## config.mk

```make
export PLATFORM = sky130hd
export DESIGN_NAME = game_round_ctrl
export DESIGN_NICKNAME = d
export VERILOG_FILES = /design/src/rtl/game_pkg.sv /design/src/rtl/tick_down_counter.sv /design/src/rtl/game_round_ctrl.sv
export SDC_FILE = /design/constraint.sdc
export NUM_CORES = 1
export LEC_CHECK = 0
export CORE_MARGIN = 3
export CORE_UTILIZATION = 49
export DETAILED_ROUTE_END_ITERATION = 7
export PLACE_DENSITY_LB_ADDON = 0.15
export SKIP_LAST_GASP = 1
export SLEW_MARGIN = 40
export SYNTH_ARGS = -nofsm -noshare
export SYNTH_HDL_FRONTEND = slang
export SYNTH_HIERARCHICAL = 1
export SYNTH_SLANG_ARGS = --single-unit
```

## constraint.sdc

```tcl
create_clock -name board_clk -period 7.21 [get_ports board_clk]
set_input_delay 1.442 -clock board_clk [delete_from_list [all_inputs] [get_ports board_clk]]
set_output_delay 1.442 -clock board_clk [all_outputs]
set_load 0.02 [all_outputs]
```

## src/rtl/game_pkg.sv

```systemverilog
// Shared encodings for the maze/bomb game: top-level game states, per-turn phases,
// default win score and a turn hand-over helper.
package game_pkg;

  // Values match the state LED decode.
  typedef enum logic [1:0] {
    QI      = 2'b00,
    QGAME_1 = 2'b01,
    QGAME_2 = 2'b10,
    QDONE   = 2'b11
  } game_state_e;

  typedef enum logic [1:0] {
    PH_FREE  = 2'b00,
    PH_ARMED = 2'b01,
    PH_BLAST = 2'b10
  } phase_e;

  localparam int unsigned WIN_SCORE_DEFAULT = 10;

  function automatic game_state_e other_player(game_state_e s);
    return (s == QGAME_1) ? QGAME_2 : QGAME_1;
  endfunction

endpackage

```

## src/rtl/tick_down_counter.sv

```systemverilog
// Loadable down-counter stepped by the game tick. tc_o marks the tick that takes it from 1 to 0.
module tick_down_counter #(
  parameter int unsigned Width = 6
) (
  input  logic             board_clk,
  input  logic             reset,
  input  logic             load_i,
  input  logic [Width-1:0] load_val_i,
  input  logic             clear_i,
  input  logic             en_i,
  output logic [Width-1:0] count_o,
  output logic             tc_o
);

  logic [Width-1:0] count_q, count_d;

  always_comb begin
    count_d = count_q;
    if (load_i) begin
      count_d = load_val_i;
    end else if (clear_i) begin
      count_d = '0;
    end else if (en_i && (count_q != '0)) begin
      count_d = count_q - 1'b1;
    end
  end

  always_ff @(posedge board_clk or posedge reset) begin
    if (reset) begin
      count_q <= '0;
    end else begin
      count_q <= count_d;
    end
  end

  assign count_o = count_q;
  assign tc_o    = en_i && !load_i && !clear_i && (count_q == Width'(1));

endmodule

```

## src/rtl/game_round_ctrl.sv

```systemverilog
// Round/turn sequencer: game state, bomb fuse and blast window, turn hand-over and scores.
// Optional turn timeout is built only when GAME_TURN_TIMEOUT_EN is defined.
module game_round_ctrl
  import game_pkg::*;
#(
  parameter int unsigned FUSE_TICKS  = 32,
  parameter int unsigned BLAST_TICKS = 2,
  parameter int unsigned TURN_TICKS  = 200,
  parameter int unsigned WIN_SCORE   = WIN_SCORE_DEFAULT
) (
  input  logic       board_clk,
  input  logic       reset,
  input  logic       start_i,
  input  logic       tick_i,
  input  logic       bomb_req_i,
  input  logic       hit_i,
  output logic [1:0] state_o,
  output logic       move_en_o,
  output logic       bomb_armed_o,
  output logic       blast_active_o,
  output logic [5:0] fuse_cnt_o,
  output logic [3:0] p1_score_o,
  output logic [3:0] p2_score_o
);

  if (FUSE_TICKS < 1 || FUSE_TICKS > 63) begin : g_bad_fuse
    $error("FUSE_TICKS out of range");
  end
  if (BLAST_TICKS < 1 || BLAST_TICKS > 7) begin : g_bad_blast
    $error("BLAST_TICKS out of range");
  end
  if (TURN_TICKS < 1 || TURN_TICKS > 255) begin : g_bad_turn
    $error("TURN_TICKS out of range");
  end
  if (WIN_SCORE < 1 || WIN_SCORE > 15) begin : g_bad_win
    $error("WIN_SCORE out of range");
  end

  localparam logic [3:0] WinScore  = 4'(WIN_SCORE);
  localparam logic [4:0] WinScore5 = 5'(WIN_SCORE);

  logic        start_meta_q, start_sync_q, start_prev_q;
  game_state_e state_q, state_d;
  phase_e      phase_q, phase_d;
  logic        move_en_q, move_en_d;
  logic        bomb_armed_q, bomb_armed_d;
  logic        blast_active_q, blast_active_d;
  logic        hit_seen_q, hit_seen_d;
  logic [3:0]  p1_q, p1_d, p2_q, p2_d;

  logic       start_rise, in_game, fuse_load, fuse_en, fuse_tc;
  logic       blast_en, blast_tc, score_hit, timeout, turn_end, win_now, game_won;
  logic [5:0] fuse_cnt;
  logic [2:0] blast_cnt;
  logic [3:0] active_q;

  assign start_rise = start_sync_q && !start_prev_q;
  assign in_game    = ((state_q == QGAME_1) || (state_q == QGAME_2)) && start_sync_q;
  assign fuse_load  = in_game && (phase_q == PH_FREE) && bomb_req_i;
  assign fuse_en    = in_game && (phase_q == PH_ARMED) && tick_i;
  // Blast counter is non-zero exactly while the window is open.
  assign blast_en   = in_game && (blast_cnt != '0) && tick_i;
  assign score_hit  = in_game && (phase_q == PH_BLAST) && hit_i && !hit_seen_q;
  assign active_q   = (state_q == QGAME_1) ? p1_q : p2_q;
  assign win_now    = (active_q == WinScore) ||
                      (score_hit && (({1'b0, active_q} + 5'd1) == WinScore5));
  assign game_won   = blast_tc && win_now;

`ifdef GAME_TURN_TIMEOUT_EN
  logic [7:0] timer_q, timer_d, timer_inc;
  assign timer_inc = timer_q + 8'd1;
  assign timeout   = in_game && (phase_q == PH_FREE) && tick_i && !bomb_req_i &&
                     (timer_inc == 8'(TURN_TICKS));

  always_comb begin
    timer_d = timer_q;
    if (!in_game || turn_end) begin
      timer_d = '0;
    end else if ((phase_q == PH_FREE) && tick_i && !bomb_req_i) begin
      timer_d = timer_inc;
    end
  end

  always_ff @(posedge board_clk or posedge reset) begin
    if (reset) begin
      timer_q <= '0;
    end else begin
      timer_q <= timer_d;
    end
  end
`else
  assign timeout = 1'b0;
`endif

  assign turn_end = in_game && (blast_tc || timeout);

  tick_down_counter #(
    .Width(6)
  ) u_fuse (
    .board_clk (board_clk),
    .reset     (reset),
    .load_i    (fuse_load),
    .load_val_i(6'(FUSE_TICKS)),
    .clear_i   (!in_game),
    .en_i      (fuse_en),
    .count_o   (fuse_cnt),
    .tc_o      (fuse_tc)
  );

  tick_down_counter #(
    .Width(3)
  ) u_blast (
    .board_clk (board_clk),
    .reset     (reset),
    .load_i    (fuse_tc),
    .load_val_i(3'(BLAST_TICKS)),
    .clear_i   (!in_game),
    .en_i      (blast_en),
    .count_o   (blast_cnt),
    .tc_o      (blast_tc)
  );

  always_ff @(posedge board_clk or posedge reset) begin
    if (reset) begin
      start_meta_q   <= 1'b0;
      start_sync_q   <= 1'b0;
      start_prev_q   <= 1'b0;
      state_q        <= QI;
      phase_q        <= PH_FREE;
      move_en_q      <= 1'b0;
      bomb_armed_q   <= 1'b0;
      blast_active_q <= 1'b0;
      hit_seen_q     <= 1'b0;
      p1_q           <= '0;
      p2_q           <= '0;
    end else begin
      start_meta_q   <= start_i;
      start_sync_q   <= start_meta_q;
      start_prev_q   <= start_sync_q;
      state_q        <= state_d;
      phase_q        <= phase_d;
      move_en_q      <= move_en_d;
      bomb_armed_q   <= bomb_armed_d;
      blast_active_q <= blast_active_d;
      hit_seen_q     <= hit_seen_d;
      p1_q           <= p1_d;
      p2_q           <= p2_d;
    end
  end

  always_comb begin
    state_d = state_q;
    phase_d = phase_q;
    unique case (state_q)
      QI: begin
        if (start_rise) begin
          state_d = QGAME_1;
          phase_d = PH_FREE;
        end
      end
      QGAME_1, QGAME_2: begin
        if (!start_sync_q) begin
          state_d = QI;
          phase_d = PH_FREE;
        end else if (turn_end) begin
          state_d = game_won ? QDONE : other_player(state_q);
          phase_d = PH_FREE;
        end else if (fuse_load) begin
          phase_d = PH_ARMED;
        end else if (fuse_tc) begin
          phase_d = PH_BLAST;
        end
      end
      QDONE: begin
        if (!start_sync_q) begin
          state_d = QI;
        end
      end
    endcase
  end

  always_comb begin
    move_en_d      = move_en_q;
    bomb_armed_d   = bomb_armed_q;
    blast_active_d = blast_active_q;
    hit_seen_d     = hit_seen_q;
    p1_d           = p1_q;
    p2_d           = p2_q;
    unique case (state_q)
      QI: begin
        move_en_d      = 1'b0;
        bomb_armed_d   = 1'b0;
        blast_active_d = 1'b0;
        if (start_rise) begin
          move_en_d  = 1'b1;
          hit_seen_d = 1'b0;
          p1_d       = '0;
          p2_d       = '0;
        end
      end
      QGAME_1, QGAME_2: begin
        if (!start_sync_q) begin
          move_en_d      = 1'b0;
          bomb_armed_d   = 1'b0;
          blast_active_d = 1'b0;
          hit_seen_d     = 1'b0;
        end else begin
          if (score_hit) begin
            hit_seen_d = 1'b1;
            if (state_q == QGAME_1 && p1_q < WinScore) p1_d = p1_q + 4'd1;
            if (state_q == QGAME_2 && p2_q < WinScore) p2_d = p2_q + 4'd1;
          end
          if (fuse_load) bomb_armed_d = 1'b1;
          if (fuse_tc) begin
            bomb_armed_d   = 1'b0;
            blast_active_d = 1'b1;
          end
          if (turn_end) begin
            blast_active_d = 1'b0;
            hit_seen_d     = 1'b0;
            move_en_d      = !game_won;
          end
        end
      end
      QDONE: begin
        move_en_d = 1'b0;
      end
    endcase
  end

  assign state_o        = state_q;
  assign move_en_o      = move_en_q;
  assign bomb_armed_o   = bomb_armed_q;
  assign blast_active_o = blast_active_q;
  assign fuse_cnt_o     = fuse_cnt;
  assign p1_score_o     = p1_q;
  assign p2_score_o     = p2_q;

endmodule
```

==> metrics.md <==
| Metric | Value |
|---|---|
| Post-synth ARST share | `100%` |
| Die area | `4680 sq um` |
| Syn_area_per_cell | `9.45 sq um` |
| Resize count post-CTS | `0` |
| Count of final max-slew check failures | `0` |
| Synth top area share | `36.7%` |
| VDD IR-drop max | `0.213 mV` |
| Yosys reg bits | `28` |
| Antenna cells | `0` |
| First-pass iteration count of the detailed router | `4` |
| CTS Hold Bufs | `0` |
| Final Hold Vio Count | `0` |
| Clk_lat worst skew | `280 ps` |
| Leak pwr | `0.996 nW` |
| GRT Resource Usage Total | `19.4%` |
| # IOs | `25` |
| Largest net degree at the start of global routing | `20` |
| Startpoint Class | `flop` |
| Switching power | `0.371 mW` |
| RSZ-0062 raised after global routing | `no` |
| DP HPWL | `3.16 mm` |
| Post-DP Area | `2200 sq um` |
| Vias/cell | `5.77` |
| Cell variety after synth | `58` |
| Finished Cell Area | `2280 sq um` |
| Crit. End Element | `flop` |
| CTS sink cnt | `28` |
| Ys flop type | `dfrtp_1` |
| Max Freq | `0.260 GHz` |
| CP arrival | `3990 ps` |
| PwrDens | `365 nW/um^2` |
| Total Wirelength | `4.18 mm` |
| Via count | `1603` |
| Crit path max-delay family | `simple AND/OR/NAND/NOR gates` |
| Critical-path cell list | `inv_1 > ha_1 > and2_1 > nand3_1 > inv_1 > nor2_1 > nand3_1 > nor2_1 > nor4_2 > nor2b_1 > o21a_1 > nor4b_1 > a211oi_1` |
| Post-synth EDFFs | `0` |
| Synth area leaders | `dfrtp_1, ha_1, mux2i_1` |
| Critical Path RT | `7350 ps` |
| Synth-to-Final Area Change | `19.3%` |
| Part of the power in registers | `29.8%` |
| Die Y | `68.4 um` |
| Commonest non-fill, non-tap cell in the layout | `dfrtp_1` |
| Largest stage delay on the critical path | `590 ps` |
| Core area | `3720 sq um` |
| Cts bufs inserted | `3` |
| Initial antenna violation count | `0` |
| Int Pwr | `0.459 mW` |
| Worst Tran Pin Value | `774 ps` |
| Port buffer count | `24` |
| Seq/Total Area, Yosys | `36.7%` |
| Cell taking the most area after synthesis | `dfrtp_1` |
| Clock Tree Buf Depth | `2` |
| Slowest CP cell | `nor4_2` |
| Crit path buffers/inverters | `2` |
| # setup viols final | `0` |
| Cells after synthesis | `202` |
| Clock Skew | `12.5 ps` |
| CTS root buffer | `clkbuf_8` |
| DRC | `0` |
| # fillers | `327` |
| Post-CTS setup buffers | `0` |
| Ys Warns | `6` |
| Synthesized area | `1910 sq um` |
| H-tree Lvls | `1` |
| Initial Util | `51.4%` |
| Crit Path Class | `flop to flop` |
| Outcome | `complete, no violations` |
| FF/Latch Area | `701 sq um` |
| GPL Wtd Cong | `0.897` |
| Final net count | `251` |
| Share of cells above drive strength 1 | `7.83%` |
| Setup TNS | `0 ps` |
| Min cycle time layout | `3850 ps` |
| Combinational power share | `55.2%` |
| Congestion Overflow GR | `0` |
| Crit Path Max Fanout | `14` |
| Die Width | `68.4 um` |
| First-pass GRT wire length | `6.96 mm` |
| Multi-input gate area | `1140 sq um` |
| Hold Path Class | `flop to flop` |
| Final ANT Viol Nets | `0` |
| CTS clock-pin slew for the worst setup and hold paths | `90 ps` |
| Vias in the first global route | `1502` |
| Drt wl/cell | `15.1 um` |
| Site Rows | `22` |
| Max cap viols | `0` |
| Clk pwr share | `15.0%` |
| Sw frac | `44.7%` |
| Period utilization | `53.3%` |
| Most frequent cells in the layout | `dfrtp_1, clkdlybuf4s50_1, nand2_1` |
| TritonCTS clock tree | `yes` |
| 1st-iter DRT viols | `148` |
| Slew margin rel. | `48.2%` |
[Yosys cell counts (2+ instances only)]
library cell and n:
a32oi_1 2, and2_1 4, and3_1 2, nor3_1 4, dfrtp_1 28, ha_1 14, nand3_1 4, o41ai_1 4
mux2i_1 6, mux2_2 2, o21ai_1 2, o31ai_1 6, o22a_1 2, a21oi_1 8, o21ai_0 8, nand2_1 16
conb_1 2, nor4_1 5, a211oi_1 4, inv_1 16, a21o_1 2, a41o_1 2, clkbuf_1 5, nand2b_1 4
nor2_1 15, nor2b_1 3
[stage by stage]
step	utilization (%)	total power [mW]	setup WS, ps	hold slack [ps]	instances
3_3_place_gp	59.2	0.686	3000	344	274
2_1_floorplan	-	0.565	3580	331	209
5_1_grt	61.3	0.893	3050	387	278
3_5_place_dp	59.2	0.703	2820	338	274
6_report	61.3	0.831	3360	367	278
4_1_cts	61.1	0.831	3090	370	278
[flip-flops by register name (all words and copies together) (netlist names), 2 cells and up]
name and count:
p1_score_o 4, u_blast/count_o 3, p2_score_o 4, u_fuse/count_o 6, state_o 2, phase_q 2
[power groups by stage]
stage               Sequential, mW  Clock, mW  Combinational [mW]
finish                       0.247      0.125               0.458
global route                 0.256      0.133               0.504
CTS                          0.247      0.128               0.456
detailed placement           0.250          0               0.453
global placement             0.247          0               0.439
floorplan                    0.281          0               0.284
[layer usage]
layer / wire length (um) / track usage, % / part of all wire (%)
met5: 0 / 0 / 0
met4: 79 / 7.20 / 1.9
met2: 2090 / 32.4 / 50
met1: 1890 / 25.3 / 45
met3: 123 / 2.79 / 2.9
[final timing paths]
kind	from	to	slack (ps)	depth (start not counted)
setup / recovery	state_o[0]	state_o[0]	3360	13
hold / removal	start_meta_q	start_sync_q	370	0
setup reg to reg	state_o[0]	state_o[0]	3360	13
hold reg to reg	start_meta_q	start_sync_q	370	0
max in group asynchronous	reset	start_sync_q	5310	2
min in group asynchronous	reset	u_blast/count_o[2]	1370	2
[cells by family (layout without fill, tap and decap cells)]
| family | after synthesis | in the layout | synth area share, % |
|---|---|---|---|
| compound gates | 54 | 54 | 22.6 |
| fa+ha+maj | 14 | 14 | 9.17 |
| mux | 8 | 8 | 4.33 |
| simple gates | 71 | 71 | 21.0 |
| buf+inv | 24 | 45 | 5.31 |
| other cells | 2 | 9 | 0.393 |
| flops | 28 | 28 | 36.7 |
| xor+xnor | 1 | 1 | 0.459 |
[area by class of cell]
| type | instances | area share (%) |
|---|---|---|
| inverter | 17 | 2.91 |
| multi-input combinational | 157 | 50.0 |
| clock buffer | 3 | 1.81 |
| sequential | 28 | 30.8 |
| timing repair buffer | 24 | 10.5 |
| tap | 48 | 2.64 |
| clock inverter | 1 | 1.32 |
Note: power is estimated with default switching activity, not from simulation.
